==> src/rtl/bus_arbiter_mux_if.sv <==
// Shared-bus bundle: source words and drive requests in, registered bus and
// arbitration status out. The arbiter takes the slave side.
interface bus_arbiter_mux_if #(
  parameter int WIDTH = 32,
  parameter int NSRC  = 24,
  parameter int IDX_W = 5,
  parameter int CNT_W = 16
);
  logic [NSRC*WIDTH-1:0] src_data;
  logic [NSRC-1:0]       src_req;
  logic                  lock;
  logic [WIDTH-1:0]      bus_out;
  logic                  bus_valid;
  logic [NSRC-1:0]       grant;
  logic [IDX_W-1:0]      grant_idx;
  logic                  conflict;
  logic [CNT_W-1:0]      conflict_cnt;

  modport master (
    output src_data, src_req, lock,
    input  bus_out, bus_valid, grant, grant_idx, conflict, conflict_cnt
  );

  modport slave (
    input  src_data, src_req, lock,
    output bus_out, bus_valid, grant, grant_idx, conflict, conflict_cnt
  );
endinterface

==> src/rtl/bus_arbiter_mux.sv <==
// Registered bus multiplexer with fixed-priority or round-robin arbitration,
// optional grant lock, and saturating count of multi-driver cycles.
module bus_arbiter_mux #(
  parameter int WIDTH = 32,
  parameter int NSRC  = 24,
  parameter int IDX_W = 5,
  parameter int MODE  = 0,
  parameter int CNT_W = 16
) (
  input logic             clk,
  input logic             clr,
  bus_arbiter_mux_if.slave bus
);

  logic [WIDTH-1:0] src_w [NSRC];

  for (genvar i = 0; i < NSRC; i++) begin : g_unpack
    assign src_w[i] = bus.src_data[i*WIDTH +: WIDTH];
  end

  function automatic logic multi_req(input logic [NSRC-1:0] req);
    logic seen;
    logic multi;
    seen  = 1'b0;
    multi = 1'b0;
    for (int i = 0; i < NSRC; i++) begin
      if (req[i]) begin
        multi = multi | seen;
        seen  = 1'b1;
      end
    end
    return multi;
  endfunction

  function automatic logic [IDX_W-1:0] fixed_pick(input logic [NSRC-1:0] req);
    logic [IDX_W-1:0] w;
    w = '0;
    for (int i = NSRC - 1; i >= 0; i--) begin
      if (req[i]) w = IDX_W'(i);
    end
    return w;
  endfunction

  // Search begins just after the previous winner, so it is visited last.
  function automatic logic [IDX_W-1:0] rr_pick(input logic [NSRC-1:0] req,
                                               input logic [IDX_W-1:0] last);
    logic [IDX_W-1:0] w;
    logic             found;
    int               c;
    w     = last;
    found = 1'b0;
    for (int off = 1; off <= NSRC; off++) begin
      c = int'(last) + off;
      if (c >= NSRC) c = c - NSRC;
      if (!found && req[c]) begin
        w     = IDX_W'(c);
        found = 1'b1;
      end
    end
    return w;
  endfunction

  function automatic logic [CNT_W-1:0] sat_inc(input logic [CNT_W-1:0] v);
    return (&v) ? v : v + 1'b1;
  endfunction

  logic [WIDTH-1:0] bus_p0,   bus_nxt;
  logic             vld_p0,   vld_nxt;
  logic [NSRC-1:0]  grant_p0, grant_nxt;
  logic [IDX_W-1:0] idx_p0,   idx_nxt;
  logic             conf_p0,  conf_nxt;
  logic [CNT_W-1:0] cnt_p0,   cnt_nxt;

  logic             hold;
  logic             any_req;
  logic [IDX_W-1:0] pick;
  logic [IDX_W-1:0] win;

  always_comb begin
    hold      = bus.lock & vld_p0 & bus.src_req[idx_p0];
    any_req   = |bus.src_req;
    pick      = (MODE == 1) ? rr_pick(bus.src_req, idx_p0) : fixed_pick(bus.src_req);
    win       = hold ? idx_p0 : pick;

    idx_nxt   = idx_p0;
    vld_nxt   = 1'b0;
    bus_nxt   = '0;
    grant_nxt = '0;

    // A held grant reloads its source each cycle so data follows the holder.
    if (hold || any_req) begin
      idx_nxt   = win;
      vld_nxt   = 1'b1;
      bus_nxt   = src_w[win];
      grant_nxt = NSRC'(1) << win;
    end

    conf_nxt = multi_req(bus.src_req);
    cnt_nxt  = conf_nxt ? sat_inc(cnt_p0) : cnt_p0;
  end

  // Stage p0: single register stage, nothing combinational reaches the outputs.
  always_ff @(posedge clk) begin
    if (clr) begin
      bus_p0   <= '0;
      vld_p0   <= 1'b0;
      grant_p0 <= '0;
      idx_p0   <= IDX_W'(NSRC - 1);
      conf_p0  <= 1'b0;
      cnt_p0   <= '0;
    end else begin
      bus_p0   <= bus_nxt;
      vld_p0   <= vld_nxt;
      grant_p0 <= grant_nxt;
      idx_p0   <= idx_nxt;
      conf_p0  <= conf_nxt;
      cnt_p0   <= cnt_nxt;
    end
  end

  assign bus.bus_out      = bus_p0;
  assign bus.bus_valid    = vld_p0;
  assign bus.grant        = grant_p0;
  assign bus.grant_idx    = idx_p0;
  assign bus.conflict     = conf_p0;
  assign bus.conflict_cnt = cnt_p0;

endmodule
==> src/flat_wrapper.sv <==
// flat-port wrapper written by rule: the top's interface ports become plain ports
module bus_arbiter_mux_flat 
#(
  parameter int WIDTH = 32,
  parameter int NSRC  = 24,
  parameter int IDX_W = 5,
  parameter int MODE  = 0,
  parameter int CNT_W = 16
)
  (clk, clr, bus_src_data, bus_src_req, bus_lock, bus_bus_out, bus_bus_valid, bus_grant, bus_grant_idx, bus_conflict, bus_conflict_cnt);
  bus_arbiter_mux_if #(.WIDTH(WIDTH), .NSRC(NSRC), .IDX_W(IDX_W), .CNT_W(CNT_W)) bus_i ();
  input logic clk;
  input logic clr;
  input wire logic [$bits(bus_i.src_data)-1:0] bus_src_data;
  input wire logic [$bits(bus_i.src_req)-1:0] bus_src_req;
  input wire logic [$bits(bus_i.lock)-1:0] bus_lock;
  output wire logic [$bits(bus_i.bus_out)-1:0] bus_bus_out;
  output wire logic [$bits(bus_i.bus_valid)-1:0] bus_bus_valid;
  output wire logic [$bits(bus_i.grant)-1:0] bus_grant;
  output wire logic [$bits(bus_i.grant_idx)-1:0] bus_grant_idx;
  output wire logic [$bits(bus_i.conflict)-1:0] bus_conflict;
  output wire logic [$bits(bus_i.conflict_cnt)-1:0] bus_conflict_cnt;
  assign bus_i.src_data = bus_src_data;
  assign bus_i.src_req = bus_src_req;
  assign bus_i.lock = bus_lock;
  assign bus_bus_out = bus_i.bus_out;
  assign bus_bus_valid = bus_i.bus_valid;
  assign bus_grant = bus_i.grant;
  assign bus_grant_idx = bus_i.grant_idx;
  assign bus_conflict = bus_i.conflict;
  assign bus_conflict_cnt = bus_i.conflict_cnt;
  bus_arbiter_mux #(.WIDTH(WIDTH), .NSRC(NSRC), .IDX_W(IDX_W), .MODE(MODE), .CNT_W(CNT_W)) u_core (.clk(clk), .clr(clr), .bus(bus_i));
endmodule
==> config.mk <==
export PLATFORM = sky130hd
export DESIGN_NAME = bus_arbiter_mux_flat
export DESIGN_NICKNAME = d
export VERILOG_FILES = /design/src/rtl/bus_arbiter_mux_if.sv /design/src/rtl/bus_arbiter_mux.sv /design/src/flat_wrapper.sv
export SDC_FILE = /design/constraint.sdc
export NUM_CORES = 1
export LEC_CHECK = 0
export ABC_AREA = 1
export CAP_MARGIN = 20
export CORE_AREA = 2 2 343 345
export DETAILED_ROUTE_END_ITERATION = 16
export DIE_AREA = 0 0 345 347
export PLACE_DENSITY = 0.37
export SLEW_MARGIN = 10
export SYNTH_ARGS = -nofsm -noshare
export SYNTH_HDL_FRONTEND = slang
export SYNTH_SLANG_ARGS = --single-unit
export TNS_END_PERCENT = 1
==> constraint.sdc <==
create_clock -name clk -period 3.2 [get_ports clk]
set_input_delay 0.64 -clock clk [delete_from_list [all_inputs] [get_ports clk]]
set_output_delay 0.64 -clock clk [all_outputs]
set_load 0.02 [all_outputs]
==> results of run 1 <==
[layer usage]
| metal | track usage [%] | vias to the layer above | wire (µm) |
|---|---|---|---|
| met5 | 0 | - | 120 |
| met4 | 2.60 | 18 | 1190 |
| met3 | 3.50 | 81 | 5930 |
| met2 | 32.5 | 618 | 56800 |
| met1 | 21.7 | 8352 | 47600 |
| li1 | - | 8939 | - |
[flip-flops by register name, summed over array words and instances (netlist names)]
name / count
u_core.bus.bus_out: 32
u_core.bus.bus_valid: 1
u_core.bus.conflict: 1
u_core.bus.conflict_cnt: 16
u_core.bus.grant: 24
u_core.bus.grant_idx: 5
[metrics by stage]
step	hold slack, ps	setup TNS, ps
2_1_floorplan	550	0
3_3_place_gp	473	-63340
3_5_place_dp	484	-52740
4_1_cts	497	-2660
5_1_grt	533	-8280
6_report	495	-865
[layout make-up]
type	count	area, µm²	share of cell area, %
multi-input combinational	1654	7690	31.0
clock buffer	9	225	0.907
tap	1524	1910	7.68
inverter	332	1270	5.12
sequential	79	1580	6.37
clock inverter	7	86.3	0.348
timing repair buffer	1177	12100	48.5
antenna	8	20.0	0.0806
[tightest hold or removal path, delay by kind of cell (launching register included)]
kind / cells / cell delay (ps)
buffers and inverters: 1 / 70
AO/OA/AOI/OAI: 1 / 60
flip-flops: 1 / 330
[where the power goes]
part / switching (mW) / internal, mW
sequential: 0.0496 / 1.06
clock: 0.604 / 0.626
combinational: 2.20 / 2.17
total: 2.85 / 3.85
[layout by cell type, fill, tap and decap left out, drive strengths merged, types with 2 or more instances in the layout]
cell | Yosys | final
a21oi | 78 | 78
a31oi | 3 | 3
buf | 81 | 302
bufbuf | 0 | 2
clkbuf | 46 | 13
clkdlybuf4s50 | 0 | 856
clkinv | 5 | 7
clkinvlp | 0 | 2
dfxtp | 79 | 79
diode | 0 | 8
dlygate4sd2 | 0 | 9
dlymetal6s2s | 0 | 3
inv | 327 | 329
nand2 | 912 | 912
nand3 | 211 | 211
nand3b | 8 | 8
nand4 | 68 | 68
nor2 | 174 | 174
nor3 | 15 | 15
nor3b | 3 | 3
nor4 | 4 | 4
o211ai | 6 | 6
o21a | 2 | 2
o21ai | 140 | 140
o22ai | 4 | 4
or2 | 17 | 17
[kinds of logic (layout without fill, tap and decap cells)]
family / after synthesis / after routing / synth area share (%)
compound gates: 239 / 239 / 11.9
fa+ha+maj: 1 / 1 / 0.117
buf+inv: 459 / 1525 / 17.8
flops: 79 / 79 / 14.8
other cells: 0 / 8 / 0
simple gates: 1414 / 1414 / 55.5
[timing repair]
item / CTS / global route
buffers inserted: 28 / 12
pin swaps: 35 / 42
gates cloned: 4 / 4
gates resized for setup: 148 / 56
setup endpoints to repair: 59 / 56
[worst max-delay path by stage]
stage | startpoint | endpoint | slack, ps | depth (start not counted)
after floorplan | bus_src_req[22] | u_core.bus.bus_out[10]$_SDFF_PP0_ | 450 | 33
after global placement | bus_src_req[22] | u_core.bus.bus_out[18]$_SDFF_PP0_ | -1420 | 34
after detailed placement | bus_src_req[23] | u_core.bus.bus_out[21]$_SDFF_PP0_ | -1220 | 32
after CTS | bus_src_req[22] | u_core.bus.bus_out[14]$_SDFF_PP0_ | -200 | 37
after global routing | bus_src_req[23] | u_core.bus.bus_out[27]$_SDFF_PP0_ | -260 | 34
final | bus_src_req[4] | u_core.bus.bus_out[14]$_SDFF_PP0_ | -90 | 22
==> results.cfg, run 1 <==
[clock_tree]
cts_tree = done
cts_hold_buf = 0
cts_max_path_buffers = 2
numCtsBuffers = 9
cts_sinks = 79
cts_max_level = 3
path_clk_slew_ps = 90
insertion_delay_ps = 390
clockRootBuffer = clkbuf_16

[timing]
setup_viol = 18
rsz0062_at_grt = true
max-slew-margin-rel_pct = 65.2
tightest_slew_ps = 520
fin_crit_ps = 3290
finalHoldViolCount = 0
finClkSkew_ps = 16.5
fmax_ghz = 0.304
slew_violations = 0
fin_ws_ps = -92.4
period_share_pct = 103

[critical_path]
critPathMaxStageDelay_ps = 450
r2r_end = u_core.bus.bus_out[14]$_SDFF_PP0_
cp-start-kind = primary input
cp-end-kind = register
crit_type = primary input to register
worstPathArrival_ps = 3580
critPathTopFamily = simple AND/OR/NAND/NOR gates
reg2reg_from = u_core.bus.grant_idx[0]$_SDFFE_PP1N_
required_ps = 3480
cpMostUsedCell = nand3_1
regToRegSetupSlack_ps = -30
cp_cell_sequence = clkdlybuf4s50_1 > o21ai_0 > nand3_1 > nand3_1 > a21oi_1 > a41o_1 > nand3_4 > inv_4 > nor2_4 > nand2_4 > nand2_8 > nor2_4 > buf_6 > buf_12 > buf_12 > buf_6 > nand2_2 > nand2_1 > inv_1 > nand4_1 > nand3_1 > nand3_1
crit_buf_inv = 7
reg2reg_depth = 23
crit_slowest_cell = clkdlybuf4s50_1
path_max_fanout = 7

[status]
status = finished with violations
violations = setup timing

[worst_hold_path]
min_path_type = register to register
hold_path_depth = 2
holdCritStartpoint = u_core.bus.conflict_cnt[4]$_SDFFE_PP0P_
whs_endpoint = u_core.bus.conflict_cnt[4]$_SDFFE_PP0P_

[power_and_ir_drop]
power_mw = 6.71
cellPowerDensity_nw_per_um2 = 270
p_leak_nw = 11.2
ir_drop_mv = 0.227

[synth]
ys_ff_latch = 79
synth_top_area_cell = nand2_1
syn_area_um2 = 10700
synthFlopType = dfxtp_1
synth-edff-count = 0
synth.distinct_cells = 44
synthTopCellsByArea = nand2_1, dfxtp_1, inv_1, nand3_1, nor2_1
synth_area_per_cell_um2 = 4.88
ys_warn_count = 0
yosys-top-cells-count = nand2_1, inv_1, nand3_1
ys_async_sr_fraction_pct = 0
synth_top_area_share_pct = 31.8
synth.most_common_cell = nand2_1
syn_inst = 2192
synth.net_count = 2988
ys_seq_area_share_pct = 14.8

[layout]
num-nets-final = 4049
final_cells = 4790
fill_cells = 13400
post-route-util_pct = 21.5
stdcell_area_um2 = 24800
syn2layout_area_growth_pct = 132
drive_gt1_share_pct = 14.3

[floorplan]
io_pins = 874
die_area_um2 = 120000
initial_core_util_pct = 9.24
die_w_um = 345
rows = 125
fp.dieH_um = 347
core-area_um2 = 116000

[routing]
wire_per_inst_um = 23.3
remaining_drc_errors = 0
firstDrtPassIters = 5
routed_wl_um = 112000
antenna_left = 0
drt_iter0_markers = 942
avgViaCountPerCell = 3.76
vias = 18000

[global_routing]
grt_pass1_wl_um = 148000
globalRouteTotalUtil_pct = 17.7
grt_overflow = 0
grt_max_degree = 34
grt_pass1_vias = 18400
antenna_found_initial = 40

[placement]
dpl_cell_area_um2 = 23400
place_inst = 4721
dp_hpwl_um = 94900
port_buffers = 873
place.gp.congestion = 0.903
post-place-ws_ps = -1220

[run]
maxCapViolations = 0
No activity file was read; power rests on OpenSTA's default activity.
==> run 2: changes to the inputs <==
==> constraint.sdc (replaced) <==
create_clock -name clk -period 3.2 [get_ports clk]
set_input_delay 0.64 -clock clk [delete_from_list [all_inputs] [get_ports clk]]
set_output_delay 0.64 -clock clk [all_outputs]
set_load 0.005 [all_outputs]
==> results of run 2 <==
The final DEF is identical to that of run 1. Status: finished with violations: setup timing.
Main changes from that run: total power 6.71 mW -> 6.62 mW
==> run 3: changes to the inputs <==
--- a/config.mk
+++ b/config.mk
@@ -11,6 +11,7 @@
 export DETAILED_ROUTE_END_ITERATION = 16
 export DIE_AREA = 0 0 345 347
 export PLACE_DENSITY = 0.37
+export SKIP_LAST_GASP = 1
 export SLEW_MARGIN = 10
 export SYNTH_ARGS = -nofsm -noshare
 export SYNTH_HDL_FRONTEND = slang
==> results.cfg, run 3 (synthesized netlist as in run 1, its figures left out) <==
[critical_path]
worstPathArrival_ps = 3620
crit_slowest_cell = clkdlybuf4s50_1
required_ps = 3470
crit_type = primary input to register
path_max_fanout = 33
cp-start-kind = primary input
crit_buf_inv = 7
cp_cell_sequence = clkdlybuf4s50_1 > inv_2 > a21oi_2 > o21ai_1 > nand3_1 > nand3_1 > a21oi_1 > a41o_1 > nand3_4 > buf_4 > nand3_1 > o21ai_4 > buf_12 > inv_4 > buf_12 > buf_4 > nand2_1 > nand3b_1 > nand3_1 > nand3_2
critPathMaxStageDelay_ps = 470
cpMostUsedCell = nand3_1
regToRegSetupSlack_ps = -110
critPathTopFamily = buffers and inverters
cp-end-kind = register

[floorplan]
initial_core_util_pct = 9.24
core-area_um2 = 116000
fp.dieH_um = 347
die_w_um = 345
io_pins = 874
rows = 125
die_area_um2 = 120000

[timing]
fin_ws_ps = -146
fmax_ghz = 0.299
period_share_pct = 105
fin_setup_tns_ps = -2220
finalHoldViolCount = 0
finClkSkew_ps = 16.4
fin_crit_ps = 3350
max-slew-margin-rel_pct = 67.9
holdWs_ps = 495
setup_viol = 32
slew_violations = 0
tightest_slew_ps = 477
rsz0062_at_grt = true

[routing]
avgViaCountPerCell = 3.76
firstDrtPassIters = 5
vias = 18000
routed_wl_um = 111000
antenna_left = 0
drt_iter0_markers = 953
wire_per_inst_um = 23.2
remaining_drc_errors = 0

[layout]
drive_gt1_share_pct = 13.0
final_cells = 4787
final_cell_mix = nand2_1, clkdlybuf4s50_1, inv_1
syn2layout_area_growth_pct = 130
largest_reg_flops = 32
layout_commonest_cell = nand2_1
stdcell_area_um2 = 24600
fill_cells = 13400
num-nets-final = 4046

[clock_tree]
numCtsBuffers = 9
insertion_delay_ps = 390
cts_sinks = 79
clockRootBuffer = clkbuf_16
cts_hold_buf = 0
cts_tree = done
path_clk_slew_ps = 80
cts_max_level = 3
cts_max_path_buffers = 2

[worst_hold_path]
min_path_type = register to register

[power_and_ir_drop]
p_leak_nw = 11.1
clkPwrFrac_pct = 18.9
share_comb_of_total_power_pct = 64.1
seq_power_share_pct = 17.0
p_int_mw = 3.81
power.net_switching_mw = 2.72
cellPowerDensity_nw_per_um2 = 266
swShare_pct = 41.7
ir_drop_mv = 0.226
power_mw = 6.54

[global_routing]
grt_pass1_wl_um = 148000
antenna_found_initial = 41
globalRouteTotalUtil_pct = 17.7
grt_pass1_vias = 18400
grt_max_degree = 34
grt_overflow = 0

[placement]
port_buffers = 873
dp_hpwl_um = 94900
place_inst = 4721
place.gp.congestion = 0.903
dpl_cell_area_um2 = 23400

[status]
violations = setup timing
status = finished with violations

[run]
maxCapViolations = 0
==> run 3: power groups by stage <==
stage | clock network (mW) | logic, mW | registers, mW
after global placement | 0 | 4.01 | 1.14
final | 1.23 | 4.19 | 1.11
after global routing | 1.33 | 4.58 | 1.12
after detailed placement | 0 | 4.00 | 1.14
after CTS | 1.32 | 4.22 | 1.11
after floorplan | 0 | 1.36 | 1.12
==> run 3: worst paths after layout <==
path	from	end	cells after the start
setup reg to reg	u_core.bus.grant_idx[0]$_SDFFE_PP1N_	u_core.bus.bus_out[20]$_SDFF_PP0_	19
setup / recovery	bus_src_req[10]	u_core.bus.bus_out[10]$_SDFF_PP0_	20
hold / removal	u_core.bus.conflict_cnt[4]$_SDFFE_PP0P_	u_core.bus.conflict_cnt[4]$_SDFFE_PP0P_	2
hold reg to reg	u_core.bus.conflict_cnt[4]$_SDFFE_PP0P_	u_core.bus.conflict_cnt[4]$_SDFFE_PP0P_	2
==> run 3: worst register-to-register path, cell delays in order, from the launching register on <==
cell      delay (ps)
dfxtp_1          430
inv_4            130
o21ai_1          240
o211ai_1         140
buf_4            170
a41o_1           260
nand3_4          120
inv_4             70
nor2_4           140
nand2_4           90
nand2_8          130
nor2_4            50
buf_6            140
buf_12           150
nand2_1          100
o21ai_1           80
o21ai_1          340
nand3_2          200
buf_4            180
nand2_1           90
==> run 3: final cells by class <==
type                    count  area [µm²]  share of cell area [%]
inverters                 332        1270                    5.16
diodes                      8        20.0                  0.0815
flip-flops and latches     79        1580                    6.44
clock inverters             7        86.3                   0.351
repair buffers           1174       11900                    48.6
well taps                1524        1910                    7.76
clock buffers               9         225                   0.917
multi-input cells        1654        7530                    30.7
==> run 3: routing by layer <==
layer | wire length (µm) | track usage [%]
met5 | 120 | 0
met4 | 1270 | 2.70
met3 | 6360 | 3.55
met2 | 56500 | 32.4
met1 | 46900 | 21.6
==> run 3: timing repair <==
action                                  4_1_cts  5_1_grt
cloned                                        4        2
endpoints found under the setup margin       59       56
resized for setup                            91       51
pin swaps                                    26       31
setup buffers                                28       10
==> run 3: per-stage QoR <==
step	worst slack (ps)	util [%]
floorplan	453	-
finish	-146	21.2
detailed placement	-1220	20.2
global placement	-1420	20.2
global route	-272	21.2
CTS	-201	21.0
